`src/rtl/hzd_pkg.sv`:
```
// hzd_pkg: shared types and constants for the u_hzd pipeline hazard controller.
//   hzd_st_t    - controller states RUN / MEMW / FLUSH
//   FCNT_W      - width of the flush-bubble counter
//   hzd_fcyc_ok - legal range check for FLUSH_CYC (1..7)
package hzd_pkg;

    typedef enum logic [1:0] {RUN, MEMW, FLUSH} hzd_st_t;

    localparam int FCNT_W = 3;

    function automatic bit hzd_fcyc_ok(int n);
        return (n >= 1) && (n <= 7);
    endfunction

endpackage

```
`src/rtl/u_hzd_perf.sv`:
```
// u_hzd_perf: 32-bit wrapping performance counters for the hazard controller.
//   clk, rstn     - core clock, asynchronous active-low reset
//   mem_busy      - memory-wait cycle event
//   luse          - load-use stall cycle event
//   redir         - fetch redirect pulse
//   perf_memw/luse/redir - event counts since reset
module u_hzd_perf (
    input  logic        clk,
    input  logic        rstn,
    input  logic        mem_busy,
    input  logic        luse,
    input  logic        redir,
    output logic [31:0] perf_memw,
    output logic [31:0] perf_luse,
    output logic [31:0] perf_redir
);

    logic [31:0] memw_q, luse_q, redir_q;

    always_ff @(posedge clk or negedge rstn) begin
        if (!rstn) begin
            memw_q  <= '0;
            luse_q  <= '0;
            redir_q <= '0;
        end else begin
            memw_q  <= memw_q + {31'd0, mem_busy};
            luse_q  <= luse_q + {31'd0, luse};
            redir_q <= redir_q + {31'd0, redir};
        end
    end

    assign perf_memw  = memw_q;
    assign perf_luse  = luse_q;
    assign perf_redir = redir_q;

endmodule

```
`src/rtl/u_hzd.sv`:
```
// u_hzd: execute-pipeline hazard controller (memory wait, load-use, taken branch).
//   FLUSH_CYC      - flush0 bubble cycles per redirect, redirect cycle included (1..7)
//   clk, rstn      - core clock, asynchronous active-low reset
//   branch         - taken control transfer resolved in execute
//   fwd_no_dat     - execute source operand not yet available
//   lsu_re, lsu_we - registered stage-2 LSU byte enables
//   lsu_vld        - LSU access completes this cycle
//   flush0/flush1  - clear execute input / stage-2 registers
//   stall0/1/2     - hold execute input / stage-2 / stage-3 registers
//   ifu_stall      - hold fetch PC and decode output
//   ifu_redirect   - load branch target into fetch PC
//   perf_memw/luse/redir - event counters, present only with HZD_PERF_EN defined
module u_hzd
    import hzd_pkg::*;
#(
    parameter int FLUSH_CYC = 1
) (
    input  logic        clk,
    input  logic        rstn,
    input  logic        branch,
    input  logic        fwd_no_dat,
    input  logic [3:0]  lsu_re,
    input  logic [3:0]  lsu_we,
    input  logic        lsu_vld,
    output logic        flush0,
    output logic        flush1,
    output logic        stall0,
    output logic        stall1,
    output logic        stall2,
    output logic        ifu_stall,
    output logic        ifu_redirect
`ifdef HZD_PERF_EN
    ,
    output logic [31:0] perf_memw,
    output logic [31:0] perf_luse,
    output logic [31:0] perf_redir
`endif
);

    if (!hzd_fcyc_ok(FLUSH_CYC)) begin : g_bad_fcyc
        $error("u_hzd: FLUSH_CYC must be in 1..7");
    end

    hzd_st_t             st_q, st_d;
    logic [FCNT_W-1:0]   fcnt_q, fcnt_d;
    logic                mem_busy, hold, luse, fl, redir;

    assign mem_busy = (|lsu_re | |lsu_we) & ~lsu_vld;

    always_comb begin
        st_d   = st_q;
        fcnt_d = fcnt_q;
        hold   = 1'b0;
        luse   = 1'b0;
        fl     = 1'b0;
        redir  = 1'b0;
        case (st_q)
            RUN: begin
                if (mem_busy) begin
                    hold = 1'b1;
                    st_d = MEMW;
                end else if (fwd_no_dat) begin
                    luse = 1'b1;
                end else if (branch) begin
                    fl    = 1'b1;
                    redir = 1'b1;
                    if (FLUSH_CYC > 1) begin
                        fcnt_d = FCNT_W'(FLUSH_CYC - 1);
                        st_d   = FLUSH;
                    end
                end
            end
            MEMW: begin
                hold = ~lsu_vld;
                if (lsu_vld) st_d = RUN;
            end
            FLUSH: begin
                fl = 1'b1;
                // a memory wait freezes the bubble count so no bubble is lost
                if (mem_busy) begin
                    hold = 1'b1;
                end else begin
                    fcnt_d = fcnt_q - 1'b1;
                    if (fcnt_q == FCNT_W'(1)) st_d = RUN;
                end
            end
            default: st_d = RUN;
        endcase
    end

    always_ff @(posedge clk or negedge rstn) begin
        if (!rstn) begin
            st_q   <= RUN;
            fcnt_q <= '0;
        end else begin
            st_q   <= st_d;
            fcnt_q <= fcnt_d;
        end
    end

    // stall chain is structural: stall2 implies stall1 implies stall0
    assign flush0       = fl;
    assign flush1       = luse;
    assign stall0       = hold | luse;
    assign stall1       = hold;
    assign stall2       = hold;
    assign ifu_stall    = hold | luse;
    assign ifu_redirect = redir;

`ifdef HZD_PERF_EN
    u_hzd_perf u_perf (
        .clk        (clk),
        .rstn       (rstn),
        .mem_busy   (mem_busy),
        .luse       (luse),
        .redir      (redir),
        .perf_memw  (perf_memw),
        .perf_luse  (perf_luse),
        .perf_redir (perf_redir)
    );
`endif

endmodule
```
`config.mk`:
```
export PLATFORM = sky130hd
export DESIGN_NAME = u_hzd
export DESIGN_NICKNAME = d
export VERILOG_FILES = /design/src/rtl/hzd_pkg.sv /design/src/rtl/u_hzd_perf.sv /design/src/rtl/u_hzd.sv
export SDC_FILE = /design/constraint.sdc
export NUM_CORES = 1
export LEC_CHECK = 0
export CORE_AREA = 2 2 39 41
export CTS_CLUSTER_DIAMETER = 30
export DETAILED_ROUTE_END_ITERATION = 10
export DIE_AREA = 0 0 41 43
export GPL_ROUTABILITY_DRIVEN = 0
export MAX_ROUTING_LAYER = met4
export PLACE_DENSITY = 0.44
export SLEW_MARGIN = 20
export SYNTH_ARGS = -nofsm -noshare
export SYNTH_HDL_FRONTEND = slang
export SYNTH_HIERARCHICAL = 1
export SYNTH_SLANG_ARGS = --single-unit
```
`constraint.sdc`:
```
create_clock -name clk -period 1.1 [get_ports clk]
set_clock_uncertainty 0.1 [all_clocks]
set_input_delay 0.11 -clock clk [delete_from_list [all_inputs] [get_ports clk]]
set_output_delay 0.11 -clock clk [all_outputs]
set_load 0.02 [all_outputs]
```
======== Yosys cells after proc, flatten, opt, wreduce, memory -nomap -nowiden ========
Cells that the tools add are included.
word-level totals
  flip-flop bits (word level) ............. 5
  latch bits .............................. 0
  memory bits (writable) .................. 0
  memory bits (read-only) ................. 0
  bits of input ports ..................... 13
  logic and storage cells ................. 36
  memories kept ........................... 0
operators by class
  add/subtract/negate cells ............... 1
  multiply operators ...................... 0
  div/mod/pow operators ................... 0
  $lt $le $gt $ge ......................... 0
  equality and inequality tests ........... 7
  shifts and indexed selects .............. 0
  muxes and demuxes ....................... 15
  bitwise operators ....................... 5
  reductions and logical operators ........ 6
operators with widths
  cell                                                                   count
  1-bit 2-to-1 mux                                                       8
  2-bit 2-to-1 mux                                                       4
  2-bit inequality test, second input constant                           4
  4-bit OR reduction                                                     2
  2-bit one-hot mux with 3 select lines                                  1
  1-bit one-hot mux with 2 select lines                                  2
  4-bit AND reduction                                                    1
  3-bit by 1-bit equality test with 1-bit output, second input constant  1
  3-bit by 1-bit subtractor with 3-bit output, second input constant     1
  2-bit by 1-bit equality test with 1-bit output, second input constant  1
  2-bit equality test, second input constant                             1
  2-bit zero test                                                        1
  1-bit inverter                                                         2
  1-bit OR                                                               2
  2-bit AND reduction                                                    1
  2-bit OR reduction                                                     1
  1-bit AND                                                              1

======== Logic depth before layout (Yosys ltp) ========
Gate-level depths: netlist of run 1.
  word-level depth ........................ 6
  depth in mapped cells ................... 4
  gate-level depth less buffers ........... 3

======== Worst setup path before layout of run 1 ========
OpenSTA, ideal clock, no wires.
  path kind ............................... input-to-output
  start ................................... in lsu_we[3]
  end ..................................... out ifu_redirect
  arrival time ............................ 1.334 ns
  required time ........................... 0.890 ns
  slack ................................... -0.444 ns
  stages on the path ...................... 4
  buffers on the path ..................... 1
  path through ............................ nor4_2 a21oi_1 nor4b_2 buf_4
on the way
  cells in the longest elaborated chain, start to end .. 5
RTL lines
  item                RTL line     source
  start, declared     u_hzd.sv:23  input logic [3:0] lsu_we,
  4-bit OR reduction  u_hzd.sv:48  assign mem_busy = (|lsu_re | |lsu_we) & ~lsu_vld;
  1-bit OR            u_hzd.sv:48
  1-bit AND           u_hzd.sv:48
  1-bit 2-to-1 mux    u_hzd.sv:59  if (mem_busy) begin
  1-bit 2-to-1 mux    u_hzd.sv:57  case (st_q)
  end, declared       u_hzd.sv:31  output logic ifu_redirect
Every way passes these cells.

======== Worst setup path after layout of run 1 ========
  start ................................... in lsu_we[3]
  end ..................................... out ifu_stall
on the way
  cells in the longest elaborated chain, start to end .. 6
  elaborated cells between the ends (all ways) .. 8
  classes of those cells .................. mux: 4; bitwise: 3; reduce/logical: 1
RTL lines
  item                                                                              RTL line                  source
  4-bit OR reduction (*)                                                            u_hzd.sv:48
  1-bit OR (*)                                                                      u_hzd.sv:48
  1-bit AND (*)                                                                     u_hzd.sv:48
  1-bit 2-to-1 mux, on equally long branches                                        u_hzd.sv:59, u_hzd.sv:80
  1-bit one-hot mux with 2 select lines / 1-bit 2-to-1 mux (equally long branches)  u_hzd.sv:57
  1-bit OR (*)                                                                      u_hzd.sv:107              assign ifu_stall = hold | luse;
  end, declared                                                                     u_hzd.sv:30               output logic ifu_stall,
Every way passes the cells marked *; elsewhere a longest branch is shown, timed or not.

==> results of run 1 <==
[power by group through the flow]
stage | clock (W) | combinational [W] | sequential (W)
floorplan | 0 | 0.0000451 | 0.0000411
global placement | 0 | 0.000128 | 0.0000415
detailed placement | 0 | 0.000128 | 0.0000418
CTS | 0 | 0.000134 | 0.0000418
global route | 0 | 0.000139 | 0.0000418
finish | 0 | 0.000133 | 0.0000417
[placed cells by master (no fill, tap or decap), drive strengths merged]
master / n
inv: 1
dlygate4sd2: 2
nor4: 2
clkdlybuf4s15: 2
clkdlybuf4s50: 2
nand2b: 1
a21oi: 1
nand2: 1
nor4b: 1
a31oi: 2
buf: 17
nor2: 1
dfrtp: 1
[routing by layer]
layer	vias to the layer above	share of wire	track usage
met5	-	0	-
met4	0	0	0
met3	0	0.14	0
met2	20	0.41	0.125
met1	77	0.45	0.108
li1	89	-	-
[cell type report]
type | count | area share
inverters | 1 | 0.00958
multi-input cells | 9 | 0.335
flip-flops and latches | 1 | 0.0639
well taps | 16 | 0.0511
repair buffers | 23 | 0.540
[critical path, stage by stage]
cell and delay (ns):
clkdlybuf4s15_1 0.22, nor4_4 0.18, buf_4 0.18, a31oi_4 0.09, nand2b_4 0.16, buf_6 0.13
[kinds of logic (layout without fill, tap and decap cells)]
kind of cell / count (synthesis) / in the layout / share of synthesized area
compound gates: 3 / 3 / 0.143
flops: 1 / 1 / 0.204
simple gates: 6 / 6 / 0.439
buf+inv: 4 / 24 / 0.214
[stage by stage]
stage	TNS [ns]	hold slack [ns]	util	std cells	area, um2
after floorplan	-0.808	-0.286	-	14	161
after global placement	-7.10	0.165	0.274	50	379
after detailed placement	-7.24	0.166	0.274	50	379
after CTS	-1.14	0.169	0.283	50	392
after global routing	-1.51	0.171	0.283	50	392
final	-1.07	0.164	0.283	50	392
[Yosys cell counts]
library cell,n,share of area
buf_4,3,0.18
a31oi_1,2,0.10
nor4_2,2,0.20
a21oi_1,1,0.041
dfrtp_1,1,0.20
inv_1,1,0.031
nand2_1,1,0.031
nand2b_1,1,0.051
nor2_1,1,0.031
nor4b_2,1,0.12
[final timing paths]
| check | start | to | slack, ns |
|---|---|---|---|
| worst max-delay path | lsu_we[3] | ifu_stall | -0.18 |
| worst min-delay path | rstn | st_q[0] | 0.16 |
| worst max register to register | st_q[0] | st_q[0] | 0.24 |
| worst min register to register | st_q[0] | st_q[0] | 0.58 |
| max in group asynchronous | rstn | st_q[0] | 0.63 |
| min in group clk | lsu_vld | st_q[0] | 0.44 |
[timing repair]
| item | 4_1_cts | 5_1_grt |
|---|---|---|
| cloned | 0 | 0 |
| setup endpoints to repair | 8 | 7 |
| hold buffers | 0 | 0 |
| pin swaps | 5 | 1 |
| resized for setup | 78 | 0 |
| setup buffers | 0 | 0 |
==> results.ini, run 1 <==
[job]
maxCapViolCount=0

[critical_path]
crit_fanout=2
crit_type=primary input to primary output
required_ns=0.89
cp-start-kind=primary input
cp-end-kind=primary output
arrival_ns=1.07
worstRegToRegCells=2

[pwr]
switchingPower_w=0.0000626
swShare=0.358
internal_power_w=0.000112
ir_drop_v=0.000121
powerDensity_mw_per_mm2=446
power_frac_comb=0.761
seqPwrFrac=0.239
p_clk_frac=0
p_leak_nw=0.169
finalPower_w=0.000175

[sta]
min_period_ns=1.28
max_freq_ghz=0.780
setup_viol=7
finalCritPeriodShare=1.17
worstMarginPinSlew_ns=0.247
slew_viol_final=0
setup_ws_ns=-0.182
rsz0062_at_grt=true
slew_headroom=0.834
hold_viol_final=0

[global_routing]
track_usage=0.0758
grt_pass1_wl_um=890
antenna_found_initial=0
grt_pass1_vias=205
grt_max_degree=4
overflow=0

[synth]
ys_seq_elements=1
yosysSeqAreaShare=0.204
postSynthAreaPerCell_um2=8.76
synthCells=14
synth.distinct_cells=10
synth_area_um2=123
mappedNetlistNets=27
yosys_warnings=6

[detailed_routing]
avgRoutedWirePerCell_um=14.1
first_pass_iters=1
routed_wl_um=704
remaining_drc_errors=0
vias=186
ant_nets=0
avgViaCountPerCell=3.72
drt-initial-drc-count=0

[finish]
top_register=st_q
multi_input_area_um2=131
drive_gt1_frac=0.706
largest_reg_flops=1
seq_area_um2=25.0
n_fill_cell=153
fin_nets=49
n_antenna_cell=0
syn_to_final_growth_pct=219
reg.largest.list=st_q (1)

[floorplan]
die_width_um=41
die_h_um=43
die_area_mm2=0.00176
core-area_mm2=0.00138
rows=14
io_pins=20
initial_core_util=0.0886

[cts]
insertion_delay_ns=0
clk_pin_slew_ns=0

[placed_design]
io_buffers=19
dp_hpwl_um=565
pre_cts_ws_ns=-1.08

[outcome]
status=finished, violations left
violations=setup timing

[hold_path]
hp-class=primary input to async pin

Note: power is estimated with default switching activity, not from simulation.
==> inputs of run 2 (changes only) <==
--- a/config.mk
+++ b/config.mk
@@ -5,10 +5,10 @@
 export SDC_FILE = /design/constraint.sdc
 export NUM_CORES = 1
 export LEC_CHECK = 0
-export CORE_AREA = 2 2 39 41
+export CORE_AREA = 10 10 47 49
 export CTS_CLUSTER_DIAMETER = 30
 export DETAILED_ROUTE_END_ITERATION = 10
-export DIE_AREA = 0 0 41 43
+export DIE_AREA = 0 0 57 59
 export GPL_ROUTABILITY_DRIVEN = 0
 export MAX_ROUTING_LAYER = met4
 export PLACE_DENSITY = 0.44
==> run 2 against run 1 <==
Against the previous run:
- the flow still finishes with violations (setup timing)
- power grew 1.4%
- wire length grew 17%
- final cell count unchanged
- fmax down 0.34%
- first-iteration DRC count grew 3
==> results.ini, run 2 (same netlist as run 1, synthesis figures left out) <==
[outcome]
status=finished, violations left
violations=setup timing

[detailed_routing]
ant_nets=0
drt-initial-drc-count=3
avgRoutedWirePerCell_um=16.4
routed_wl_um=822
avgViaCountPerCell=3.88
first_pass_iters=3
vias=194
remaining_drc_errors=0

[sta]
finalCritPeriodShare=1.17
slew_viol_final=0
slew_headroom=0.832
worstMarginPinSlew_ns=0.249
rsz0062_at_grt=true
setup_viol=7
max_freq_ghz=0.778
min_period_ns=1.29
final.setup.tns_ns=-1.09
setup_ws_ns=-0.186
hold_viol_final=0

[critical_path]
arrival_ns=1.08
worstRegToRegCells=2
crit_fanout=2
timing.rr.start=st_q[0]
required_ns=0.89
crit_type=primary input to primary output
cp-start-kind=primary input
rr_endpoint=st_q[0]
cp-end-kind=primary output
r2r_setup_slack_ns=0.23

[floorplan]
core-area_mm2=0.00140
die_h_um=59
die_area_mm2=0.00336
die_width_um=57
initial_core_util=0.0875
io_pins=20
rows=14

[pwr]
ir_drop_v=0.000133
finalPower_w=0.000177
p_leak_nw=0.171
powerDensity_mw_per_mm2=445

[cts]
clk_pin_slew_ns=0
cts_hold_buffers=0
insertion_delay_ns=0
postCtsSetupBuffers=0

[finish]
syn_to_final_growth_pct=224
largest_reg_flops=1
n_antenna_cell=0
design_area_um2=398
fin_nets=49
final_cell_mix=buf_6, buf_4
drive_gt1_frac=0.706
reg.largest.list=st_q (1)
final_common_cell=buf_6
top_register=st_q

[global_routing]
met3_usage=0.0300
busiest_layer=met1
grt_pass1_wl_um=1270
grtUsageMet1=0.0677
grt_pass1_vias=240
grt_use_met2=0.0605
overflow=0
antenna_found_initial=0
track_usage=0.0489
grt_max_degree=4

[hold_path]
hp-class=primary input to async pin

[job]
maxCapViolCount=0

[placed_design]
placed_area_um2=379
io_buffers=19
pre_cts_ws_ns=-1.09

[run 2: layout make-up]
| cell class | instances | area (um2) |
|---|---|---|
| repair buffers | 23 | 218 |
| fillers | 161 | 1000 |
| multi-input cells | 9 | 131 |
| flip-flops and latches | 1 | 25.0 |
| well taps | 16 | 20.0 |
| inverters | 1 | 3.75 |
[run 2: metal layers]
layer	up-vias	share of wire
li1	92	-
met1	82	0.51
met3	0	0.18
met2	20	0.30
met5	-	0
met4	0	0
[run 2: stage by stage]
stage | util | hold slack (ns) | cells
floorplan | - | -0.286 | 14
global placement | 0.271 | 0.165 | 50
detailed placement | 0.271 | 0.161 | 50
CTS | 0.284 | 0.163 | 50
global route | 0.284 | 0.176 | 50
finish | 0.284 | 0.161 | 50
[run 2: worst max-delay path by stage]
stage                         endpoint      start
after floorplan           ifu_redirect  lsu_we[3]
after global placement          flush0  lsu_we[0]
after detailed placement        flush0  lsu_we[3]
after CTS                       flush0  lsu_re[0]
after global routing            flush0  lsu_re[3]
final                           stall0  lsu_re[0]
[run 2: critical path, cell delays in order]
cell and delay (ns):
buf_6 0.10, nor4_4 0.30, buf_4 0.18, a31oi_4 0.09, nand2b_4 0.17, buf_6 0.13
[run 2: timing repair]
| action | 4_1_cts | 5_1_grt |
|---|---|---|
| endpoints found under the setup margin | 8 | 7 |
| resized for setup | 79 | 0 |
| gates cloned | 0 | 0 |
| pin swaps | 5 | 1 |
[run 2: power by group]
part / internal [W] / switching [W] / total, W
sequential: 0.0000394 / 0.00000229 / 0.0000417
clock: 0 / 0 / 0
combinational: 0.0000749 / 0.0000606 / 0.000135
==> inputs of run 3 (changes only) <==
--- a/config.mk
+++ b/config.mk
@@ -5,13 +5,14 @@
 export SDC_FILE = /design/constraint.sdc
 export NUM_CORES = 1
 export LEC_CHECK = 0
-export CORE_AREA = 10 10 47 49
+export CAP_MARGIN = 10
+export CORE_AREA = 2 2 39 41
 export CTS_CLUSTER_DIAMETER = 30
 export DETAILED_ROUTE_END_ITERATION = 10
-export DIE_AREA = 0 0 57 59
+export DIE_AREA = 0 0 41 43
 export GPL_ROUTABILITY_DRIVEN = 0
 export MAX_ROUTING_LAYER = met4
-export PLACE_DENSITY = 0.44
+export PLACE_DENSITY = 0.43
 export SLEW_MARGIN = 20
 export SYNTH_ARGS = -nofsm -noshare
 export SYNTH_HDL_FRONTEND = slang
==> constraint.sdc (replaced) <==
create_clock -name clk -period 1.25 [get_ports clk]
set_clock_uncertainty 0.1 [all_clocks]
set_input_delay 0.125 -clock clk [delete_from_list [all_inputs] [get_ports clk]]
set_output_delay 0.125 -clock clk [all_outputs]
set_load 0.02 [all_outputs]
==> run 3 against run 2 <==
Against the previous run:
- the run still ends with setup timing left
- worst setup slack gained 0.13 ns
- worst hold slack gained 0.025 ns
- sequential power shrank 12%
- register-to-register slack gained 0.17 ns
- power shrank 15%
- sequential share of layout area grew 0.18 points
- combinational power shrank 16%
- critical path type unchanged
==> results.ini, run 3 (same netlist as run 1, synthesis figures left out) <==
[placed_design]
placed_area_um2=379
io_buffers=19
pre_cts_ws_ns=-0.947

[floorplan]
rows=14
die_h_um=43
initial_core_util=0.0886
core-area_mm2=0.00138
die_area_mm2=0.00176
io_pins=20
die_width_um=41

[global_routing]
grt_pass1_wl_um=765
grt_max_degree=4
overflow=0
track_usage=0.0626
antenna_found_initial=0
grt_pass1_vias=176

[critical_path]
path_cells=buf_6 > nor4_4 > a21oi_2 > nor4b_4 > buf_4
cp_top_family=simple AND/OR/NAND/NOR gates
required_ns=1.02
arrival_ns=1.08
cp-start-kind=primary input
critPathBufInv=2
crit_type=primary input to primary output
crit_path_max_incr_delay_ns=0.30
cp-end-kind=primary output
crit_fanout=2
critPathSlowestCell=nor4_4

[sta]
hold_slack_ns=0.185
slew_headroom=0.835
hold_viol_final=0
worstMarginPinSlew_ns=0.245
setup_ws_ns=-0.0556
finalCritPeriodShare=1.04
final.setup.tns_ns=-0.204
slew_viol_final=0
setup_viol=6
rsz0062_at_grt=true
max_freq_ghz=0.766
min_period_ns=1.31

[finish]
syn_to_final_growth_pct=215
top_register=st_q
n_fill_cell=152
seq_area_um2=25.0
multi_input_area_um2=124
fin_nets=49
final_cell_mix=buf_6, buf_4, buf_2
reg.largest.list=st_q (1)
final_common_cell=buf_6
drive_gt1_frac=0.735
design_area_um2=387
n_antenna_cell=0
largest_reg_flops=1

[detailed_routing]
drt-initial-drc-count=0
avgViaCountPerCell=3.76
avgRoutedWirePerCell_um=9.60
ant_nets=0
first_pass_iters=1
vias=188
routed_wl_um=480
remaining_drc_errors=0

[cts]
insertion_delay_ns=0
postCtsSetupBuffers=0
clk_pin_slew_ns=0

[pwr]
switchingPower_w=0.0000501
power_frac_comb=0.758
p_leak_nw=0.173
internal_power_w=0.000101
powerDensity_mw_per_mm2=389
p_clk_frac=0
seqPwrFrac=0.242
ir_drop_v=0.000118
swShare=0.332

[outcome]
violations=setup timing
status=finished, violations left

[hold_path]
hp-class=primary input to async pin

[job]
maxCapViolCount=0

-- run 3: changes by cell type in the layout (fill, tap and decap cells not counted), sizes merged --
cell / before / now
buf: 17 / 19
clkdlybuf4s15: 2 / 0
-- run 3: final timing paths --
kind / from / to / slack, ns / depth (start not counted)
worst max-delay path: lsu_we[0] / flush0 / -0.06 / 5
worst min-delay path: rstn / st_q[0] / 0.19 / 1
worst max register to register: st_q[0] / st_q[0] / 0.40 / 2
worst min register to register: st_q[0] / st_q[0] / 0.56 / 2
max in group asynchronous: rstn / st_q[0] / 0.76 / 1
min in group clk: lsu_we[3] / st_q[0] / 0.47 / 4
-- run 3: what timing repair did --
item	in CTS	in global routing
hold buffers	0	0
endpoints found under the setup margin	8	6
gates resized for setup	70	12
pin swaps	4	4
-- run 3: final cells by class --
class / instances / area share
inverter: 1 / 0.00971
multi-input combinational: 9 / 0.320
sequential: 1 / 0.0647
tap: 16 / 0.0518
timing repair buffer: 23 / 0.553
-- run 3: power groups by stage --
stage	clock network, W	registers, W	logic (W)
finish	0	0.0000365	0.000114
global route	0	0.0000369	0.000122
CTS	0	0.0000365	0.000104
detailed placement	0	0.0000365	0.000111
global placement	0	0.0000363	0.000111
floorplan	0	0.0000362	0.0000397
-- run 3: per-stage QoR --
stage | utilization | total power (W) | std cells
2_1_floorplan | - | 0.0000759 | 14
3_3_place_gp | 0.274 | 0.000147 | 50
3_5_place_dp | 0.274 | 0.000148 | 50
4_1_cts | 0.260 | 0.000140 | 50
5_1_grt | 0.279 | 0.000159 | 50
6_report | 0.279 | 0.000151 | 50
-- run 3: metal layers --
layer / track usage / share of wire
met1: 0.0764 / 0.36
met2: 0.106 / 0.40
met3: 0.0157 / 0.24
met4: 0 / 0
met5: - / 0
